<file path="src/rtl/score_level_tracker_if.sv">
// ---------------------------------------------------------------------------
// score_level_tracker_if
//
// Bundle of the event inputs and display/status outputs of the score/level
// tracker. Clock and reset are not part of the bundle; they stay plain ports
// on the tracker itself.
//
// Signals:
//   clr        new-game clear (high score kept)
//   gameover   level, high while the game is frozen
//   hit        score event strobe, counted once per rising edge
//   points     point value of the event, sampled on the hit rising edge
//   score_bcd  current score, DIGITS BCD digits, digit 0 in [3:0]
//   high_bcd   best score so far, same format as score_bcd
//   level      current level
//   levelup    one-cycle pulse per level increment
//   new_high   one-cycle pulse when high_bcd is updated
//   saturated  score stuck at all nines until clr/rst
//   busy       pending points not yet added to the score
//
// Modports:
//   master  event source / display consumer side
//   slave   tracker side
// ---------------------------------------------------------------------------
interface score_level_tracker_if #(
    parameter int DIGITS = 4,
    parameter int PTS_W  = 4,
    parameter int LVL_W  = 4
);
    logic                  clr;
    logic                  gameover;
    logic                  hit;
    logic [PTS_W-1:0]      points;
    logic [4*DIGITS-1:0]   score_bcd;
    logic [4*DIGITS-1:0]   high_bcd;
    logic [LVL_W-1:0]      level;
    logic                  levelup;
    logic                  new_high;
    logic                  saturated;
    logic                  busy;

    modport master (
        output clr,
        output gameover,
        output hit,
        output points,
        input  score_bcd,
        input  high_bcd,
        input  level,
        input  levelup,
        input  new_high,
        input  saturated,
        input  busy
    );

    modport slave (
        input  clr,
        input  gameover,
        input  hit,
        input  points,
        output score_bcd,
        output high_bcd,
        output level,
        output levelup,
        output new_high,
        output saturated,
        output busy
    );
endinterface

</file>
<file path="src/rtl/score_level_tracker.sv">
// ---------------------------------------------------------------------------
// score_level_tracker
//
// Score/level unit for the game datapath. Multi-point score events are
// accumulated into a pending counter which drains one point per cycle into a
// DIGITS-wide BCD score, so the score can drive 7-segment displays directly.
// Every LEVEL_STEP drained points advance the level (clamped at MAX_LEVEL).
// When the game freezes (gameover rising) the score is compared against the
// high-score register, which survives new-game clears.
//
// Ports:
//   clk   system clock
//   rst   synchronous active-high reset, clears everything incl. high score
//   bus   score_level_tracker_if.slave:
//           in : clr, gameover, hit, points
//           out: score_bcd, high_bcd, level, levelup, new_high, saturated,
//                busy
//
// Priority per cycle: rst > clr > gameover > normal counting.
// All outputs come straight from registers.
// ---------------------------------------------------------------------------
module score_level_tracker #(
    parameter int DIGITS     = 4,
    parameter int PTS_W      = 4,
    parameter int PEND_W     = 8,
    parameter int LEVEL_STEP = 8,
    parameter int MAX_LEVEL  = 15,
    parameter int LVL_W      = 4
) (
    input  logic                   clk,
    input  logic                   rst,
    score_level_tracker_if.slave   bus
);

    localparam int SCORE_W = 4 * DIGITS;
    localparam int STEP_W  = $clog2(LEVEL_STEP);
    // One spare bit so the add can be checked for overflow before clamping.
    localparam int SUM_W   = ((PEND_W > PTS_W) ? PEND_W : PTS_W) + 1;

    localparam logic [PEND_W-1:0] PEND_MAX  = {PEND_W{1'b1}};
    localparam logic [STEP_W-1:0] STEP_LAST = STEP_W'(LEVEL_STEP - 1);
    localparam logic [LVL_W-1:0]  LEVEL_TOP = LVL_W'(MAX_LEVEL);

    // ------------------------------------------------------------------
    // State
    // ------------------------------------------------------------------
    logic [SCORE_W-1:0] score_reg;
    logic [SCORE_W-1:0] high_reg;
    logic [LVL_W-1:0]   level_reg;
    logic [STEP_W-1:0]  step_reg;
    logic [PEND_W-1:0]  pending_reg;
    logic               hit_q_reg;
    logic               go_q_reg;
    logic               levelup_reg;
    logic               new_high_reg;
    logic               saturated_reg;
    logic               busy_reg;

    // ------------------------------------------------------------------
    // Edge detection
    // ------------------------------------------------------------------
    logic hit_rise;
    logic go_rise;

    assign hit_rise = bus.hit & ~hit_q_reg;
    assign go_rise  = bus.gameover & ~go_q_reg;

    // ------------------------------------------------------------------
    // BCD +1: ripple carry across digits, resolved in one cycle.
    // carry[DIGITS] set means every digit was 9, i.e. the score is full.
    // ------------------------------------------------------------------
    logic [DIGITS:0]    carry;
    logic [SCORE_W-1:0] score_inc;
    logic               all_nines;

    assign carry[0] = 1'b1;

    generate
        for (genvar gi = 0; gi < DIGITS; gi++) begin : g_bcd_digit
            logic [3:0] digit;
            logic       is_nine;

            assign digit   = score_reg[4*gi +: 4];
            assign is_nine = (digit == 4'd9);

            assign score_inc[4*gi +: 4] = carry[gi] ? (is_nine ? 4'd0 : digit + 4'd1)
                                                    : digit;
            assign carry[gi+1]          = carry[gi] & is_nine;
        end
    endgenerate

    assign all_nines = carry[DIGITS];

    // ------------------------------------------------------------------
    // Pending accumulator: one point drains per cycle while non-zero, the
    // new event (if any) is added in the same cycle, result clamps at max.
    // ------------------------------------------------------------------
    logic              drain;
    logic              add_en;
    logic [SUM_W-1:0]  pending_sum;
    logic [PEND_W-1:0] pending_next;

    assign drain  = (pending_reg != '0);
    // Once saturated the score can never move again, so new events are
    // dropped instead of filling the accumulator.
    assign add_en = hit_rise & ~saturated_reg;

    always_comb begin
        pending_sum = SUM_W'(pending_reg) - SUM_W'(drain)
                    + (add_en ? SUM_W'(bus.points) : SUM_W'(0));
        if (pending_sum > SUM_W'(PEND_MAX)) begin
            pending_next = PEND_MAX;
        end else begin
            pending_next = pending_sum[PEND_W-1:0];
        end
    end

    // ------------------------------------------------------------------
    // Level stepping
    // ------------------------------------------------------------------
    logic step_wrap;
    logic level_can_rise;

    assign step_wrap      = (step_reg == STEP_LAST);
    assign level_can_rise = (level_reg < LEVEL_TOP);

    // ------------------------------------------------------------------
    // High score compare. Packed BCD digits with the most significant
    // digit in the top nibble order exactly like the decimal values, so a
    // plain unsigned compare is the digit-wise magnitude compare.
    // ------------------------------------------------------------------
    logic score_beats_high;

    assign score_beats_high = (score_reg > high_reg);

    // ------------------------------------------------------------------
    // Sequential update
    // ------------------------------------------------------------------
    always_ff @(posedge clk) begin
        if (rst) begin
            score_reg     <= '0;
            high_reg      <= '0;
            level_reg     <= '0;
            step_reg      <= '0;
            pending_reg   <= '0;
            hit_q_reg     <= 1'b0;
            go_q_reg      <= 1'b0;
            levelup_reg   <= 1'b0;
            new_high_reg  <= 1'b0;
            saturated_reg <= 1'b0;
            busy_reg      <= 1'b0;
        end else if (bus.clr) begin
            // New game: high score survives, and go_q holds its value so a
            // clear issued while frozen does not produce a fresh go_rise.
            score_reg     <= '0;
            level_reg     <= '0;
            step_reg      <= '0;
            pending_reg   <= '0;
            hit_q_reg     <= 1'b0;
            levelup_reg   <= 1'b0;
            new_high_reg  <= 1'b0;
            saturated_reg <= 1'b0;
            busy_reg      <= 1'b0;
        end else begin
            hit_q_reg    <= bus.hit;
            go_q_reg     <= bus.gameover;
            levelup_reg  <= 1'b0;
            new_high_reg <= 1'b0;

            if (bus.gameover) begin
                // Frozen: score/level/step/pending held, events ignored.
                if (go_rise) begin
                    pending_reg <= '0;
                    busy_reg    <= 1'b0;
                    if (score_beats_high) begin
                        high_reg     <= score_reg;
                        new_high_reg <= 1'b1;
                    end
                end
            end else if (drain && all_nines) begin
                // Score cannot grow further: discard whatever is left.
                saturated_reg <= 1'b1;
                pending_reg   <= '0;
                busy_reg      <= 1'b0;
            end else begin
                pending_reg <= pending_next;
                busy_reg    <= (pending_next != '0);

                if (drain) begin
                    score_reg <= score_inc;
                    if (step_wrap) begin
                        step_reg <= '0;
                        if (level_can_rise) begin
                            level_reg   <= level_reg + LVL_W'(1);
                            levelup_reg <= 1'b1;
                        end
                    end else begin
                        step_reg <= step_reg + STEP_W'(1);
                    end
                end
            end
        end
    end

    // ------------------------------------------------------------------
    // Outputs
    // ------------------------------------------------------------------
    assign bus.score_bcd = score_reg;
    assign bus.high_bcd  = high_reg;
    assign bus.level     = level_reg;
    assign bus.levelup   = levelup_reg;
    assign bus.new_high  = new_high_reg;
    assign bus.saturated = saturated_reg;
    assign bus.busy      = busy_reg;

endmodule
</file>
<file path="src/flat_wrapper.sv">
// flat-port wrapper written by rule: the top's interface ports become plain ports
module score_level_tracker_flat 
#(
    parameter int DIGITS     = 4,
    parameter int PTS_W      = 4,
    parameter int PEND_W     = 8,
    parameter int LEVEL_STEP = 8,
    parameter int MAX_LEVEL  = 15,
    parameter int LVL_W      = 4
)
  (clk, rst, bus_clr, bus_gameover, bus_hit, bus_points, bus_score_bcd, bus_high_bcd, bus_level, bus_levelup, bus_new_high, bus_saturated, bus_busy);
  score_level_tracker_if #(.DIGITS(DIGITS), .PTS_W(PTS_W), .LVL_W(LVL_W)) bus_i ();
  input  logic clk;
  input  logic rst;
  input wire logic [$bits(bus_i.clr)-1:0] bus_clr;
  input wire logic [$bits(bus_i.gameover)-1:0] bus_gameover;
  input wire logic [$bits(bus_i.hit)-1:0] bus_hit;
  input wire logic [$bits(bus_i.points)-1:0] bus_points;
  output wire logic [$bits(bus_i.score_bcd)-1:0] bus_score_bcd;
  output wire logic [$bits(bus_i.high_bcd)-1:0] bus_high_bcd;
  output wire logic [$bits(bus_i.level)-1:0] bus_level;
  output wire logic [$bits(bus_i.levelup)-1:0] bus_levelup;
  output wire logic [$bits(bus_i.new_high)-1:0] bus_new_high;
  output wire logic [$bits(bus_i.saturated)-1:0] bus_saturated;
  output wire logic [$bits(bus_i.busy)-1:0] bus_busy;
  assign bus_i.clr = bus_clr;
  assign bus_i.gameover = bus_gameover;
  assign bus_i.hit = bus_hit;
  assign bus_i.points = bus_points;
  assign bus_score_bcd = bus_i.score_bcd;
  assign bus_high_bcd = bus_i.high_bcd;
  assign bus_level = bus_i.level;
  assign bus_levelup = bus_i.levelup;
  assign bus_new_high = bus_i.new_high;
  assign bus_saturated = bus_i.saturated;
  assign bus_busy = bus_i.busy;
  score_level_tracker #(.DIGITS(DIGITS), .PTS_W(PTS_W), .PEND_W(PEND_W), .LEVEL_STEP(LEVEL_STEP), .MAX_LEVEL(MAX_LEVEL), .LVL_W(LVL_W)) u_core (.clk(clk), .rst(rst), .bus(bus_i));
endmodule
</file>
<file path="config.mk">
export PLATFORM = sky130hd
export DESIGN_NAME = score_level_tracker_flat
export DESIGN_NICKNAME = d
export VERILOG_FILES = /design/src/rtl/score_level_tracker_if.sv /design/src/rtl/score_level_tracker.sv /design/src/flat_wrapper.sv
export SDC_FILE = /design/constraint.sdc
export NUM_CORES = 1
export LEC_CHECK = 0
export CAP_MARGIN = 10
export CORE_UTILIZATION = 55
export DETAILED_ROUTE_END_ITERATION = 10
export HOLD_SLACK_MARGIN = 0.1
export PLACE_DENSITY = 0.8
export SLEW_MARGIN = 20
export SYNTH_ARGS = -nofsm -noshare
export SYNTH_HDL_FRONTEND = slang
export SYNTH_SLANG_ARGS = --single-unit
</file>
<file path="constraint.sdc">
create_clock -name clk -period 3.95 [get_ports clk]
set_input_delay 0.9875 -clock clk [delete_from_list [all_inputs] [get_ports clk]]
set_output_delay 0.9875 -clock clk [all_outputs]
set_load 0.05 [all_outputs]
</file>
After elaboration in Yosys (flattened, before gate mapping)

Cells that the tools add are included.

$lt $le $gt $ge: 3
Reductions and logical operators: 13
Muxes and demuxes: 15
Eq/ne operators: 6
Add/sub/neg operators: 8
Bitwise logic cells: 15

Operators with widths:

| cell                                                                             | number |
|---|---|
| 8-bit two-way mux                                                                | 4 |
| 4-bit by 1-bit adder with 4-bit output (second input constant)                   | 5 |
| 4-bit two-way mux                                                                | 5 |
| 4-bit equality test (second input constant)                                      | 4 |
| 16-bit greater-than comparator                                                   | 1 |
| 4-bit AND reduction                                                              | 4 |
| 8-bit nonzero test                                                               | 2 |
| 9-bit adder                                                                      | 1 |
| 9-bit by 8-bit greater-than comparator with 1-bit output (second input constant) | 1 |
| 1-bit NOT                                                                        | 9 |
| 8-bit by 1-bit subtractor with 9-bit output                                      | 1 |
| 1-bit AND                                                                        | 6 |
| 6-bit OR reduction                                                               | 1 |
| 1-bit two-way mux                                                                | 5 |
| 5-bit AND reduction                                                              | 1 |
| 4-bit less-than comparator (second input constant)                               | 1 |
| 4-bit OR reduction                                                               | 1 |
| 3-bit by 1-bit adder with 3-bit output (second input constant)                   | 1 |
| 3-bit equality test (second input constant)                                      | 1 |
| 3-bit two-way mux                                                                | 1 |
| 3-bit AND reduction                                                              | 1 |
| 2-bit by 1-bit != test with 1-bit output (second input constant)                 | 1 |
| 2-bit AND reduction                                                              | 1 |
| 2-bit OR reduction                                                               | 1 |
| 1-bit logical AND                                                                | 1 |

Word-level logic and storage cells: 74
Register bits after elaboration: 53
Bits of input ports: 9
Output and inout port bits: 40

Logic depth before layout (Yosys ltp)

Word-level depth: 10
Gate-level depth with buffers: 13
Gate-level depth less buffers: 12

Worst setup path before layout

OpenSTA, ideal clock, no wires.

Path kind: input port to flip-flop
Start: input port bus_hit
End: register u_core.pending_reg[6]
Buffers on the path: 0
Stages on the path: 10
Data arrival time: 2.997 ns
Setup slack: 0.868 ns
Library setup time: 0.086 ns
Data required time: 3.864 ns
Cells stage by stage: nor3b_1 nand2_1 ha_1 inv_1 fa_1 nand3_1 nand2_1 o311ai_0 a21oi_1 a211oi_1

Cells in the longest elaborated chain, start to end: 8

RTL lines:

| element                                                  | line                       | source |
|---|---|---|
| start, declared                                          | flat_wrapper.sv:17         | `input wire logic [$bits(bus_i.hit)-1:0] bus_hit;` |
| 1-bit AND (*)                                            | score_level_tracker.sv:65  | `assign hit_rise = bus.hit & ~hit_q_reg;` |
| 1-bit AND (*)                                            | score_level_tracker.sv:106 | `assign add_en = hit_rise & ~saturated_reg;` |
| 4-bit two-way mux (*)                                    | score_level_tracker.sv:110 | `+ (add_en ? SUM_W'(bus.points) : SUM_W'(0));` |
| 9-bit adder (*)                                          | score_level_tracker.sv:110 |  |
| 9-bit by 8-bit greater-than comparator with 1-bit output | score_level_tracker.sv:111 | `if (pending_sum > SUM_W'(PEND_MAX)) begin` |
| 8-bit two-way mux (*)                                    | score_level_tracker.sv:111 |  |
| 8-bit two-way mux (*)                                    | score_level_tracker.sv:180 | `end else if (drain && all_nines) begin` |
| 8-bit two-way mux (*)                                    | score_level_tracker.sv:170 | `if (bus.gameover) begin` |
| end signal, assigned                                     | score_level_tracker.sv:186 | `pending_reg <= pending_next;` |
| end, declared                                            | score_level_tracker.sv:51  | `logic [PEND_W-1:0] pending_reg;` |

Every way passes the cells marked *; elsewhere a longest branch is shown, timed or not.
A chain may end at the register's enable or synchronous reset.

Worst setup path in the final report

Ends and elaborated chain as after synthesis.

==> results.toml <==
[yosys]
postSynthCellCount = 412
synth-seq-cells = 53
synth_edf_count = 0
syn_nets = 455
yosysWarnings = 0
ys_seq_area_share_pct = 29.9
ys.flop_type = "dfxtp_1"
avgSynthCellArea_um2 = 8.62
yosys.cell_types.count = 65
synth_area_um2 = 3550
async_flop_share_pct = 0

[floorplan]
pin_count = 49
placementRows = 28
fp.dieH_um = 82.4
dieArea_um2 = 6790
die_w_um = 82.4
initial_core_util_pct = 58.6
core-area_um2 = 6060

[route]
antenna_left = 0
drc_errors = 0
routed_via_density = 5.91
totalWireLength_um = 8230
num_vias = 3139
post_drt_wl_per_cell_um = 15.5
drt-initial-drc-count = 163
dr.pass1.iters = 5

[layout]
synthToLayoutAreaGrowth_pct = 17.7
regArea_um2 = 1060
num_antenna_cells = 0
drive_gt1_share_pct = 5.92
multiInputGateArea_um2 = 2280
final_nets = 498
layout.cells.non_filler = 531
nFillCells = 510
layout_common_cells = "dfxtp_1 (53), clkdlybuf4s50_1 (48), inv_1 (38)"
utilization_pct = 69.0
final_common_cell = "dfxtp_1"

[sta]
post-route-period-util_pct = 88.9
finalSetupViolCount = 0
max_freq_ghz = 0.285
period_needed_ns = 3.51
slew_headroom_pct = 47.4
setup_tns_ns = 0
setup_ws_ns = 0.438
slew_viol_final = 0
worst-slew-pin-transition_ns = 0.787
timing_hold_violations_final = 0
rsz0062_at_grt = "no"
fin_skew_ns = 0.0170

[setup_path]
cp.required_ns = 4.18
reg2reg_from = "u_core.pending_reg[3]"
cp.arrival_ns = 3.74
r2r_setup_slack_ns = 0.76
critPathKind = "in2reg"
r2r_end = "u_core.pending_reg[6]"
worstSetupStartpointType = "input pin"
worst-path-max-fanout = 4
endpoint = "u_core.pending_reg[6]"
r2r_cells = 11
crit_start = "bus_hit"
end_kind = "flop"

[clock_network]
cts_buffers = 5
worst_setup_hold_path_clk_slew_ns = 0.11
cts_setup_buffers = 0
clk_latency_ns = 0.32
cts-root-buf = "clkbuf_8"
cts.hold.buffers_added = 0
cts_resized = 0
cts_sinks = 53
clock_path_buffers = 2
ctsHtreeMaxLevel = 2
cts_tree = "built"

[placement]
port_buffers = 48
hpwl_um = 6130
place_ws_ns = 0.124
place.gp.congestion = 0.931
dp.cells = 523

[outcome]
status = "finished clean"

[job]
maxCapViolCount = 0

[global_routing]
grt_overflow = 0
antenna_found_initial = 0
first_global_vias = 2903
grt_start_max_net_pins = 36
grt_usage_pct = 26.0
grt_pass1_wl_um = 13400

[worst_hold_path]
hp-class = "reg2reg"

[pwr]
p_leak_nw = 1.49
p_per_area_nw_per_um2 = 319
power_w = 0.00133
peakVddDrop_mv = 0.194
## cell type report
cell class              instances  area share, %
clock inverters                 3           1.05
multi-input cells             307           54.4
repair buffers                 50           11.8
flip-flops and latches         53           25.4
clock buffers                   5           1.65
inverters                      38           3.41
well taps                      75           2.24
## metrics by stage
| stage | hold slack [ns] | cell area [µm²] |
|---|---|---|
| 2_1_floorplan | 0.440 | 3550 |
| 3_3_place_gp | 0.446 | 4070 |
| 3_5_place_dp | 0.452 | 4070 |
| 4_1_cts | 0.467 | 4180 |
| 5_1_grt | 0.501 | 4180 |
| 6_report | 0.467 | 4180 |
## worst min-delay path by stage
stage / startpoint / end / cells after the start
after floorplan: u_core.step_reg[1] / u_core.step_reg[1] / 2
after CTS: u_core.step_reg[2] / u_core.step_reg[2] / 2
after global placement: u_core.step_reg[1] / u_core.step_reg[1] / 2
after global routing: u_core.step_reg[1] / u_core.step_reg[1] / 2
after detailed placement: u_core.step_reg[2] / u_core.step_reg[2] / 2
final: u_core.step_reg[2] / u_core.step_reg[2] / 2
## cell families after synthesis
kind of cell	count (synthesis)	share of synthesized area, %
buffers and inverters	52	6.09
multiplexers	21	5.92
AO/OA/AOI/OAI	85	17.0
flip-flops	53	29.9
XOR/XNOR	11	2.71
adder cells (fa/ha/maj)	34	12.2
AND/OR/NAND/NOR	156	26.3
## cell usage after synthesis, types with 5 or more instances
cell       n  area share, %
nor3b_1    6            1.3
mux2i_1   21            5.9
inv_1     38            4.0
nand2b_1  36            6.3
a21oi_1   36            5.1
ha_1      33             12
dfxtp_1   53             30
and3_1     5           0.88
nand2_1   24            2.5
o21ai_0   10            1.4
a31oi_1    5           0.88
nand4_1    7            1.2
nand3_1   14            2.0
nor3_1     5           0.70
xnor2_1    7            1.7
clkbuf_1   8           0.85
nor2_1    21            2.2
## where the power goes
| part | internal, W | switching (W) |
|---|---|---|
| registers | 0.000546 | 0.0000170 |
| logic | 0.000153 | 0.000229 |
| clock network | 0.000190 | 0.000198 |
## worst max-delay path, stage by stage
cell,delay (ns)
clkdlybuf4s50_1,0.46
nor3b_1,0.35
nand2_1,0.10
ha_1,0.28
inv_1,0.06
fa_1,0.46
nand3_1,0.13
nand2_1,0.10
o311ai_0,0.49
a21oi_1,0.09
a211oi_1,0.23
## metal layers
metal	routed length (µm)	vias to the layer above	share of wire [%]	track usage [%]
met5	0	-	0	0
met1	3830	1486	46	33.3
met2	3880	80	47	43.9
li1	-	1560	-	-
met3	388	13	4.7	4.84
met4	129	0	1.6	8.25
Power figures use the tool's default switching activity.
==> RTL edit 1 (same settings) <==
`LEVEL_STEP` is set to 8 in 2 places; all go to 4.
--- a/src/rtl/score_level_tracker.sv
+++ b/src/rtl/score_level_tracker.sv
@@ -23,7 +23,7 @@
     parameter int DIGITS     = 4,
     parameter int PTS_W      = 4,
     parameter int PEND_W     = 8,
-    parameter int LEVEL_STEP = 8,
+    parameter int LEVEL_STEP = 4,
     parameter int MAX_LEVEL  = 15,
     parameter int LVL_W      = 4
 ) (
--- a/src/flat_wrapper.sv
+++ b/src/flat_wrapper.sv
@@ -4,7 +4,7 @@
     parameter int DIGITS     = 4,
     parameter int PTS_W      = 4,
     parameter int PEND_W     = 8,
-    parameter int LEVEL_STEP = 8,
+    parameter int LEVEL_STEP = 4,
     parameter int MAX_LEVEL  = 15,
     parameter int LVL_W      = 4
 )
Behaviour: not the same (a bounded check fails within 10 cycles, from zero or initial values and one cycle with rst high).
==> RTL edit 1 against the unedited design <==
Core utilization rose by 1.1 points. Via count decreased by 15%. Non-clock buffer count up 5. Routed wire length decreased by 17%. Worst setup slack lost 180 ps. Sequential cell count decreased by 1. Clock power rose by 2%. Die area shrank 10%. Area after synthesis down 11%. Clock skew decreased by 7.6 ps. Combinational power down 2%. Cell area down 7.2%. Total power fell by 1.0%. Critical path type unchanged. Highest routed layer unchanged.
==> RTL edit 1: results (changes against the unedited design) <==
Final layout
  • Layout cells sized above 1: 5.98% (+0.060 points)
  • Net count, final: 459 (-7.8%)

STA
  • F_max: 271 MHz (-4.7%)

Critical path
  • Crit-path max cell delay: 470 ps (-20 ps)
  • Worst R2R Path Depth: 12 (+1)
  • Critical path arrival: 3920 ps (+180 ps)
  • Slowest cell on crit path: clkdlybuf4s50_1
  • Worst reg2reg setup slack: 500 ps (-260 ps)
  • Setup crit end: u_core.pending_reg[5]

Detailed routing
  • Met1 wire length: 3140 um (-18%)
  • Metal2 WL: 3240 um (-16%)
  • WL/cell: 14.0 um (-9.9%)
  • DR vias: 2681 (-15%)

Run status
  • Status: complete, no violations

Floorplan
  • Die ar.: 6090 um2 (-10%)

Global route
  • Vias in the first global route: 2539 (-13%)
  • Met3 Use GR: 4.42% (-0.42 points)

Power
  • LEAKAGE: 1.45 nW (-2.7%)
  • Peak supply drop: 0.215 mV (+11%)
  • Pint: 0.924 mW (+4.0%)
  • Sequential fraction of design power: 41.6% (-0.6 points)

Clock network
  • Clk Latency, worst-skew pair: 300 ps (-20 ps)
  • Clk pin slew, worst setup/hold paths: 80 ps (-30 ps)

Logic synthesis
  • Synth top cells by count: dfxtp_1 (52), inv_1 (35), nor2_1 (33)
  • Synth area leaders: dfxtp_1 (33%), ha_1 (13%), mux2i_1 (6.3%)
  • Seq/Total Area, Yosys: 32.7% (+2.9 points)
  • Mapped Nets: 408 (-10%)

Placement
  • DP HPWL: 5080 um (-17%)
  • GP Congestion: 0.864 (-7.2%)
RTL edit 1: cell families (layout without fill, tap and decap cells):
logic type,count (synthesis),in the layout,synth area share (%)
compound gates,50,50,10.7
xor+xnor,19,19,5.47
fa+ha+maj,33,33,13.2
buf+inv,46,98,6.30
flops,52,52,32.7
mux,20,20,6.30
simple gates,146,146,25.3
RTL edit 1: final cells by class:
| type | instances | share of cell area [%] |
|---|---|---|
| Timing Repair Buffer | 55 | 14.1 |
| Clock inverter | 1 | 0.773 |
| Multi-Input combinational cell | 268 | 50.2 |
| Clock buffer | 7 | 2.48 |
| Sequential cell | 52 | 26.8 |
| Inverter | 35 | 3.38 |
| Tap cell | 72 | 2.32 |
RTL edit 1: stage by stage:
stage               total power, mW  cells  hold WS [ps]  instance area [um2]
floorplan                     0.824    366           447                 3180
global placement              0.909    482           472                 3750
detailed placement            0.922    482           479                 3750
CTS                            1.32    490           489                 3880
global route                   1.39    490           508                 3880
finish                         1.32    490           487                 3880
==> RTL edit 2 (same flow settings) <==
Without the edit above. Make the reset (`rst`) asynchronous in one clocked block. Comments in the files are not updated.
--- a/src/rtl/score_level_tracker.sv
+++ b/src/rtl/score_level_tracker.sv
@@ -136,7 +136,7 @@
     // ------------------------------------------------------------------
     // Sequential update
     // ------------------------------------------------------------------
-    always_ff @(posedge clk) begin
+    always_ff @(posedge clk or posedge rst) begin
         if (rst) begin
             score_reg     <= '0;
             high_reg      <= '0;
Check against the original RTL: differs if rst is asserted again (counterexample within 4 cycles, from zero or initial values and one cycle with rst high); with rst held inactive, the same outputs for 4 cycles.
==> RTL edit 2 against the unedited design <==
Cell area shrank 2.7%. Sequential cell count unchanged. Worst setup slack got worse by 170 ps. Core utilization is 0.27 points lower. Routed wire length down 19%. First-iteration DRC count shrank 26%. Area after synthesis fell by 5.1%.
Power is not compared: it rests on default switching activity, and its combinational part moved more than twofold at a synthesized area within 25%.
==> RTL edit 2: results (changes against the unedited design) <==
Detailed routing
  • Met1 wire length: 2990 um (-22%)
  • Met3 wire length: 212 um (-45%)
  • WL/cell: 14.3 um (-7.9%)

Critical path
  • Top Family by Delay on Critical Path: simple AND/OR/NAND/NOR gates
  • Crit-path max cell delay: 460 ps (-30 ps)
  • Worst reg2reg setup slack: 270 ps (-490 ps)
  • Critical path fanouts, max: 10 (+6)

Logic synthesis
  • Synth Area in Adders: 15.8% (+3.6 points)
  • Fraction of the mapped netlist area in compound gates: 13.9% (-3.1 points)
  • XOR/XNOR Fraction of Synth Area: 3.08% (+0.37 points)
  • Synth top cells by count: dfrtp_1 (53), inv_1 (44), ha_1 (41)

STA
  • Min Clock Period, post-route: 3680 ps (+167 ps)
  • Worst slew pin tran: 974 ps (+187 ps)
  • Clock Skew: 6.31 ps (-10.7 ps)

Worst hold path
  • WHS Endpoint: u_core.pending_reg[7]
  • HP Start: u_core.pending_reg[7]

Clock network
  • Clk pin slew, worst setup/hold paths: 90 ps (-20 ps)

Final layout
  • Fillers: 460 (-9.8%)
  • Fin cells: 470 (-11%)
  • Layout cells sized above 1: 8.86% (+2.9 points)
  • Net count, final: 445 (-11%)

Placement
  • DP HPWL: 5090 um (-17%)
  • DP Worst Slack: -82.1 ps (-206 ps)
  • GP Congestion: 0.879 (-5.6%)
  • Dpl cells: 462 (-12%)

Global route
  • Met3 Use GR: 3.18% (-1.7 points)
  • Gr usage total: 22.7% (-3.3 points)

Run status
  • Status: complete, no violations
RTL edit 2: worst max path at each step:
stage | cells past startpoint | start | end
after floorplan | 14 | u_core.pending_reg[7] | u_core.pending_reg[6]
after global placement | 12 | bus_hit | u_core.pending_reg[6]
after detailed placement | 12 | bus_hit | u_core.pending_reg[6]
after CTS | 12 | bus_hit | u_core.pending_reg[6]
after global routing | 12 | bus_hit | u_core.pending_reg[6]
final | 12 | bus_hit | u_core.pending_reg[6]
RTL edit 2: final cells by class:
| class | count | area, um2 | share of cell area, % |
|---|---|---|---|
| multi-input combinational | 241 | 1860 | 45.7 |
| inverter | 44 | 166 | 4.09 |
| clock inverter | 3 | 65.1 | 1.60 |
| timing repair buffer | 49 | 488 | 12.0 |
| clock buffer | 5 | 68.8 | 1.69 |
| tap | 75 | 93.8 | 2.31 |
| sequential | 53 | 1330 | 32.6 |
